## config.mk

```make
export PLATFORM = sky130hd
export DESIGN_NAME = exe_mdu_flat
export DESIGN_NICKNAME = d
export VERILOG_FILES = /design/src/rtl/exe_mdu_pkg.sv /design/src/rtl/exe_mdu_if.sv /design/src/rtl/exe_mdu_div.sv /design/src/rtl/exe_mdu.sv /design/src/flat_wrapper.sv
export SDC_FILE = /design/constraint.sdc
export NUM_CORES = 2
export LEC_CHECK = 0
export ABC_AREA = 1
export CORE_UTILIZATION = 40
export CTS_CLUSTER_SIZE = 8
export DETAILED_ROUTE_END_ITERATION = 16
export DONT_BUFFER_PORTS = 1
export GPL_ROUTABILITY_DRIVEN = 0
export GPL_TIMING_DRIVEN = 0
export SETUP_SLACK_MARGIN = 0.2
export SLEW_MARGIN = 40
export SYNTH_ARGS = -nofsm -noshare
export SYNTH_HDL_FRONTEND = slang
export SYNTH_HIERARCHICAL = 1
export SYNTH_SLANG_ARGS = --single-unit
```

## constraint.sdc

```tcl
create_clock -name clk -period 10.1 [get_ports clk]
set_clock_uncertainty 0.2 [all_clocks]
set_input_delay 1.515 -clock clk [delete_from_list [all_inputs] [get_ports clk]]
set_output_delay 1.515 -clock clk [all_outputs]
set_load 0.02 [all_outputs]
```

## src/rtl/exe_mdu_pkg.sv

```systemverilog
// Shared MDU typedefs: opcode and FSM state enums, plus small opcode decoders.
package exe_mdu_pkg;

  typedef enum logic [3:0] {
    MDU_NOP   = 4'd0,
    MDU_MULT  = 4'd1,
    MDU_MULTU = 4'd2,
    MDU_DIV   = 4'd3,
    MDU_DIVU  = 4'd4,
    MDU_MTHI  = 4'd5,
    MDU_MTLO  = 4'd6,
    MDU_MFHI  = 4'd7,
    MDU_MFLO  = 4'd8
  } MDUOpType;

  typedef enum logic [1:0] {ST_IDLE, ST_MUL, ST_DIV, ST_DONE} mdu_state_e;

  function automatic logic is_mul_op(input MDUOpType op);
    return op inside {MDU_MULT, MDU_MULTU};
  endfunction

  function automatic logic is_div_op(input MDUOpType op);
    return op inside {MDU_DIV, MDU_DIVU};
  endfunction

endpackage

```

## src/rtl/exe_mdu_if.sv

```systemverilog
// EXE-stage <-> MDU signal bundle; master is the pipeline, slave is the MDU.
interface exe_mdu_if
  import exe_mdu_pkg::*;
#(
  parameter int DATA_W = 32
);
  logic              EXE_Flush;
  logic              EXE_Advance;
  MDUOpType          EXE_MDUOp;
  logic              EXE_ExcValid;
  logic [DATA_W-1:0] EXE_BusA;
  logic [DATA_W-1:0] EXE_BusB;
  logic              MDU_Busy;
  logic [DATA_W-1:0] MDU_Result;
  logic [DATA_W-1:0] MDU_HI;
  logic [DATA_W-1:0] MDU_LO;

  modport master (
    output EXE_Flush, EXE_Advance, EXE_MDUOp, EXE_ExcValid, EXE_BusA, EXE_BusB,
    input  MDU_Busy, MDU_Result, MDU_HI, MDU_LO
  );

  modport slave (
    input  EXE_Flush, EXE_Advance, EXE_MDUOp, EXE_ExcValid, EXE_BusA, EXE_BusB,
    output MDU_Busy, MDU_Result, MDU_HI, MDU_LO
  );
endinterface

```

## src/rtl/exe_mdu_div.sv

```systemverilog
// Iterative radix-2 restoring divider on magnitudes, one quotient bit per cycle.
// Result is presented combinationally during the final iteration (done=1).
module mdu_div
  import exe_mdu_pkg::*;
#(
  parameter int DATA_W = 32
) (
  input  logic              clk,
  input  logic              rst,
  input  logic              start,
  input  logic              sgn,
  input  logic              abort,
  input  logic [DATA_W-1:0] dividend,
  input  logic [DATA_W-1:0] divisor,
  output logic              done,
  output logic [DATA_W-1:0] quotient,
  output logic [DATA_W-1:0] remainder
);
  localparam int CW = $clog2(DATA_W);

  logic              run, neg_q, neg_r;
  logic [CW-1:0]     cnt;
  logic [DATA_W-1:0] rem, quo, dvs, rem_n, quo_n, a_mag, b_mag;
  logic [DATA_W:0]   shifted, diff;

  assign a_mag = (sgn && dividend[DATA_W-1]) ? -dividend : dividend;
  assign b_mag = (sgn && divisor[DATA_W-1])  ? -divisor  : divisor;

  // quo doubles as the dividend shift register; quotient bits enter at the LSB
  always_comb begin
    shifted = {rem, quo[DATA_W-1]};
    diff    = shifted - {1'b0, dvs};
    rem_n   = diff[DATA_W] ? shifted[DATA_W-1:0] : diff[DATA_W-1:0];
    quo_n   = {quo[DATA_W-2:0], ~diff[DATA_W]};
  end

  always_ff @(posedge clk or posedge rst) begin
    if (rst) begin
      run   <= 1'b0;
      cnt   <= '0;
      rem   <= '0;
      quo   <= '0;
      dvs   <= '0;
      neg_q <= 1'b0;
      neg_r <= 1'b0;
    end else if (abort) begin
      run <= 1'b0;
      cnt <= '0;
    end else if (start) begin
      run   <= 1'b1;
      cnt   <= '0;
      rem   <= '0;
      quo   <= a_mag;
      dvs   <= b_mag;
      // divide-by-zero keeps an all-ones quotient regardless of sign
      neg_q <= sgn && (dividend[DATA_W-1] ^ divisor[DATA_W-1]) && (divisor != '0);
      neg_r <= sgn && dividend[DATA_W-1];
    end else if (run) begin
      rem <= rem_n;
      quo <= quo_n;
      cnt <= cnt + 1'b1;
      if (done) run <= 1'b0;
    end
  end

  assign done      = run && (cnt == CW'(DATA_W - 1));
  assign quotient  = neg_q ? -quo_n : quo_n;
  assign remainder = neg_r ? -rem_n : rem_n;
endmodule

```

## src/rtl/exe_mdu.sv

```systemverilog
// EXE-stage multiply/divide unit: owns HI/LO, stalls the pipe while busy and
// commits results only when the instruction leaves EXE unflushed.
module exe_mdu
  import exe_mdu_pkg::*;
#(
  parameter int DATA_W = 32
) (
  input logic      clk,
  input logic      rst,
  exe_mdu_if.slave bus
);
  mdu_state_e          state, state_nxt;
  logic [DATA_W-1:0]   hi, lo, tmp_hi, tmp_lo, mul_a, mul_b, div_q, div_r, result;
  logic [2*DATA_W-1:0] mul_ext_a, mul_ext_b, product;
  logic                mul_sgn, op_mul, op_div, issue, busy, commit, mt_ok, div_done;

  assign op_mul = is_mul_op(bus.EXE_MDUOp);
  assign op_div = is_div_op(bus.EXE_MDUOp);
  assign issue  = (state == ST_IDLE) && (op_mul || op_div) && !bus.EXE_ExcValid
                  && !bus.EXE_Flush && !rst;
  assign commit = (state == ST_DONE) && bus.EXE_Advance && !bus.EXE_Flush;
  assign mt_ok  = bus.EXE_Advance && !bus.EXE_Flush && !bus.EXE_ExcValid;

  assign mul_ext_a = {{DATA_W{mul_sgn & mul_a[DATA_W-1]}}, mul_a};
  assign mul_ext_b = {{DATA_W{mul_sgn & mul_b[DATA_W-1]}}, mul_b};
  assign product   = mul_ext_a * mul_ext_b;

  mdu_div #(.DATA_W(DATA_W)) u_div (
    .clk       (clk),
    .rst       (rst),
    .start     (issue && op_div),
    .sgn       (bus.EXE_MDUOp == MDU_DIV),
    .abort     (bus.EXE_Flush),
    .dividend  (bus.EXE_BusA),
    .divisor   (bus.EXE_BusB),
    .done      (div_done),
    .quotient  (div_q),
    .remainder (div_r)
  );

  always_comb begin
    state_nxt = state;
    busy      = 1'b0;
    case (state)
      ST_IDLE: if (issue) begin
        state_nxt = op_div ? ST_DIV : ST_MUL;
        busy      = 1'b1;
      end
      ST_MUL: begin
        state_nxt = ST_DONE;
        busy      = 1'b1;
      end
      ST_DIV: begin
        busy = 1'b1;
        if (div_done) state_nxt = ST_DONE;
      end
      ST_DONE: if (bus.EXE_Advance) state_nxt = ST_IDLE;
      default: state_nxt = ST_IDLE;
    endcase
    // flush kills everything, including the stall it would otherwise cause
    if (bus.EXE_Flush) begin
      state_nxt = ST_IDLE;
      busy      = 1'b0;
    end
  end

  always_ff @(posedge clk or posedge rst) begin
    if (rst) begin
      state   <= ST_IDLE;
      hi      <= '0;
      lo      <= '0;
      tmp_hi  <= '0;
      tmp_lo  <= '0;
      mul_a   <= '0;
      mul_b   <= '0;
      mul_sgn <= 1'b0;
    end else begin
      state <= state_nxt;
      if (issue && op_mul) begin
        mul_a   <= bus.EXE_BusA;
        mul_b   <= bus.EXE_BusB;
        mul_sgn <= (bus.EXE_MDUOp == MDU_MULT);
      end
      if (!bus.EXE_Flush && state == ST_MUL) {tmp_hi, tmp_lo} <= product;
      if (!bus.EXE_Flush && state == ST_DIV && div_done) begin
        tmp_hi <= div_r;
        tmp_lo <= div_q;
      end
      if (commit) begin
        hi <= tmp_hi;
        lo <= tmp_lo;
      end
      if (mt_ok && bus.EXE_MDUOp == MDU_MTHI) hi <= bus.EXE_BusA;
      if (mt_ok && bus.EXE_MDUOp == MDU_MTLO) lo <= bus.EXE_BusA;
    end
  end

  always_comb begin
    result = '0;
    if (bus.EXE_MDUOp == MDU_MFHI) result = hi;
    if (bus.EXE_MDUOp == MDU_MFLO) result = lo;
  end

  assign bus.MDU_Busy   = busy;
  assign bus.MDU_Result = result;
  assign bus.MDU_HI     = hi;
  assign bus.MDU_LO     = lo;

  ap_no_adv_while_busy: assert property (@(posedge clk) disable iff (rst)
    !(bus.EXE_Advance && (state == ST_MUL || state == ST_DIV)));
endmodule

```

## src/flat_wrapper.sv

```systemverilog
// flat-port wrapper written by rule: the top's interface ports become plain ports
module exe_mdu_flat import exe_mdu_pkg::*;
#(
  parameter int DATA_W = 32
)
  (clk, rst, bus_EXE_Flush, bus_EXE_Advance, bus_EXE_MDUOp, bus_EXE_ExcValid, bus_EXE_BusA, bus_EXE_BusB, bus_MDU_Busy, bus_MDU_Result, bus_MDU_HI, bus_MDU_LO);
  exe_mdu_if #(.DATA_W(DATA_W)) bus_i ();
  input logic clk;
  input logic rst;
  input wire logic [$bits(bus_i.EXE_Flush)-1:0] bus_EXE_Flush;
  input wire logic [$bits(bus_i.EXE_Advance)-1:0] bus_EXE_Advance;
  input wire logic [$bits(bus_i.EXE_MDUOp)-1:0] bus_EXE_MDUOp;
  input wire logic [$bits(bus_i.EXE_ExcValid)-1:0] bus_EXE_ExcValid;
  input wire logic [$bits(bus_i.EXE_BusA)-1:0] bus_EXE_BusA;
  input wire logic [$bits(bus_i.EXE_BusB)-1:0] bus_EXE_BusB;
  output wire logic [$bits(bus_i.MDU_Busy)-1:0] bus_MDU_Busy;
  output wire logic [$bits(bus_i.MDU_Result)-1:0] bus_MDU_Result;
  output wire logic [$bits(bus_i.MDU_HI)-1:0] bus_MDU_HI;
  output wire logic [$bits(bus_i.MDU_LO)-1:0] bus_MDU_LO;
  assign bus_i.EXE_Flush = bus_EXE_Flush;
  assign bus_i.EXE_Advance = bus_EXE_Advance;
  assign bus_i.EXE_MDUOp = bus_EXE_MDUOp;
  assign bus_i.EXE_ExcValid = bus_EXE_ExcValid;
  assign bus_i.EXE_BusA = bus_EXE_BusA;
  assign bus_i.EXE_BusB = bus_EXE_BusB;
  assign bus_MDU_Busy = bus_i.MDU_Busy;
  assign bus_MDU_Result = bus_i.MDU_Result;
  assign bus_MDU_HI = bus_i.MDU_HI;
  assign bus_MDU_LO = bus_i.MDU_LO;
  exe_mdu #(.DATA_W(DATA_W)) u_core (.clk(clk), .rst(rst), .bus(bus_i));
endmodule
```

==> flow_summary.toml <==
[route]
ant_nets = 0
routed_wl_um = 238000
num_vias = 53500
avgRoutedWirePerCell_um = 24.0
viasPerCell = 5.38
drt_drc_violations_left = 0
firstDrtPassIters = 8
drtIter0Drc = 6294

[floorplanning]
dieArea_um2 = 151000
coreArea_um2 = 148000
ios = 170
placementRows = 141
initial_utilization = 0.404
die_x_um = 389
die_y_um = 389

[cells_and_area]
nNetsFinal = 9445
drive_gt1_frac = 0.0368
n_fill_cell = 15100
seq_area_um2 = 7480
areaGrowthSynthToFinish_pct = 6.44
multiInputGateArea_um2 = 42900

[setup_path]
critPathTopFamily = "adder cells"
reg2reg_depth = 30
critPathMaxStageDelay_ps = 690
worstReg2RegStart = "u_core/mul_sgn"
cpMaxStageDelayCell = "fa_1"
start_kind = "flop"
path_class = "reg2reg"
timing.critical_path.to_type = "flop"
cp_data_required_time_ps = 10380
critPathBufInv = 8
path_max_fanout = 10
crit_top_cell = "nand2_1"
r2r_slack_ps = 480
cp.arrival_ps = 9890
timing.rr.end = "u_core/tmp_hi[31]"

[synthesis]
synth_area_leader_cell = "fa_1"
synth_cell_types = 57
ys_seq_area_frac = 0.125
synth_edf_count = 0
synth-async-reset-ratio = 1.00
syn_area_um2 = 59800
synth_area_leaders = "fa_1, nand2_1, inv_1"
synthTopCellsByCount = "nand2_1, inv_1, fa_1, nor2_1, clkbuf_1"
ys_ff_latch = 299
synth_top_area_share = 0.377
synthFlopType = "dfrtp_1"
synth_cells = 7939
syn_nets = 9392
synth_area_per_cell_um2 = 7.53
yosysMostFrequentCell = "nand2_1"
ys_warn_count = 6

[global_route]
grt_pass1_wl_um = 352000
grt_pass1_vias = 54200
grt_util_all_layers = 0.317
gr-total-overflow = 0
grt_antenna_before_repair = 11
grt_max_degree = 72

[hold_path]
min_to = "u_core/tmp_lo[12]"
hold_start = "u_core/tmp_lo[12]"
min_path_type = "reg2reg"
hold_depth = 2

[timing]
finalSetupViolCount = 0
rsz0062_at_grt = "false"
fin_crit_ps = 9620
finalCritPeriodShare = 0.952
final_hold_viol_count = 0
drv_slew = 0
fmax_mhz = 104
setup_tns_ps = 0
max_slew.worst_pin.slew_ps = 1020
relSlewSlack = 0.321

[place]
portBuffers = 0
dpl.hpwl_um = 201000

[clock_network]
ctsLongestPathBuffers = 3
insertion_delay_ps = 590
cts_max_level = 2
clkTransAtPathRegs_ps = 50
cts.sinks = 299
cts-root-buf = "clkbuf_16"
numCtsBuffers = 43
cts_tree = "built"

[run]
maxCapViolCount = 0

[run_status]
outcome = "finished, final reports clean"
## metrics by stage
stage | std cells | hold slack, ps | cell area, um2 | utilization | setup slack, ps
6_report | 9929 | 285 | 63600 | 0.430 | 485
5_1_grt | 9924 | 299 | 63600 | 0.430 | 196
4_1_cts | 9920 | 281 | 63500 | 0.429 | 263
3_5_place_dp | 9873 | 267 | 62400 | 0.421 | -268
3_3_place_gp | 9869 | 266 | 62200 | 0.420 | -194
2_1_floorplan | 7939 | 250 | 59800 | - | 2390
## cell usage in the layout (no fill, tap or decap), types with 30 or more instances in the layout
| master | count |
|---|---|
| a21oi_1 | 117 |
| clkbuf_1 | 259 |
| clkbuf_16 | 44 |
| clkbuf_2 | 62 |
| dfrtp_1 | 298 |
| fa_1 | 1122 |
| ha_1 | 254 |
| inv_1 | 2090 |
| nand2_1 | 2223 |
| nand2_2 | 56 |
| nand3_1 | 286 |
| nand4_1 | 42 |
| nor2_1 | 337 |
| nor3_1 | 33 |
| o21ai_0 | 242 |
| o21bai_1 | 30 |
| o221ai_1 | 84 |
| o22ai_1 | 62 |
| xor2_1 | 74 |
## worst max path at each step
stage                           startpoint  slack (ps)                 to  depth (start not counted)
after floorplan           u_core/mul_a[31]        2390  u_core/tmp_hi[31]                         31
after global placement      u_core/mul_sgn        -190  u_core/tmp_hi[31]                         30
after detailed placement    u_core/mul_sgn        -270  u_core/tmp_hi[31]                         30
after CTS                   u_core/mul_sgn         260  u_core/tmp_hi[31]                         28
after global routing        u_core/mul_sgn         200  u_core/tmp_hi[31]                         30
final                       u_core/mul_sgn         480  u_core/tmp_hi[31]                         30
## layer usage
| metal | up-vias | global-route usage | wire [um] |
|---|---|---|---|
| met5 | - | 0 | 118 |
| met3 | 685 | 0.0963 | 30100 |
| met1 | 26300 | 0.405 | 89400 |
| met4 | 18 | 0.181 | 16900 |
| li1 | 23200 | - | - |
| met2 | 3215 | 0.478 | 102000 |
## layout make-up
class	instances	share of cell area
clock inverter	2	0.000551
timing repair buffer	8	0.00220
sequential	299	0.118
multi-input combinational	5161	0.674
buffer	371	0.0246
tap	1930	0.0380
clock buffer	45	0.0175
inverter	2108	0.125
antenna	5	0.000197
## flip-flops by register name, indices dropped and copies added (netlist names)
signal              cells
u_core/u_div/dvs       32
u_core/u_div/run        1
u_core/mul_a           32
u_core/bus.MDU_LO      32
u_core/tmp_lo          32
u_core/bus.MDU_HI      32
u_core/u_div/cnt        5
u_core/u_div/quo       32
u_core/u_div/rem       32
u_core/u_div/neg_r      1
u_core/mul_sgn          1
u_core/state            2
u_core/u_div/neg_q      1
u_core/tmp_hi          32
u_core/mul_b           32
## cell families (layout without fill, tap and decap cells)
family | after synthesis | in the layout | synth area share
AO/OA/AOI/OAI | 604 | 604 | 0.0616
adder cells (fa/ha/maj) | 1380 | 1380 | 0.430
XOR/XNOR | 102 | 102 | 0.0149
other | 0 | 5 | 0
flip-flops | 299 | 299 | 0.125
AND/OR/NAND/NOR | 3075 | 3075 | 0.211
buffers and inverters | 2479 | 2534 | 0.157
## worst reg2reg max path, delay by kind of cell (launching register included)
kind,cells,cell delay (ps)
and+or+nand+nor,13,2130
buffers and inverters,8,1540
adders and majority gates,9,5000
DFF,1,660
## timing repair
action,4_1_cts,5_1_grt
gates resized for setup,4,7
pin swaps,0,1
hold buffers,0,0
endpoints found under the setup margin,13,13
buffers inserted,0,4
hold endpoints to repair,0,0
Power is not shown: default switching activity piles up to over one toggle a cycle in this logic, so the estimate is an artifact.
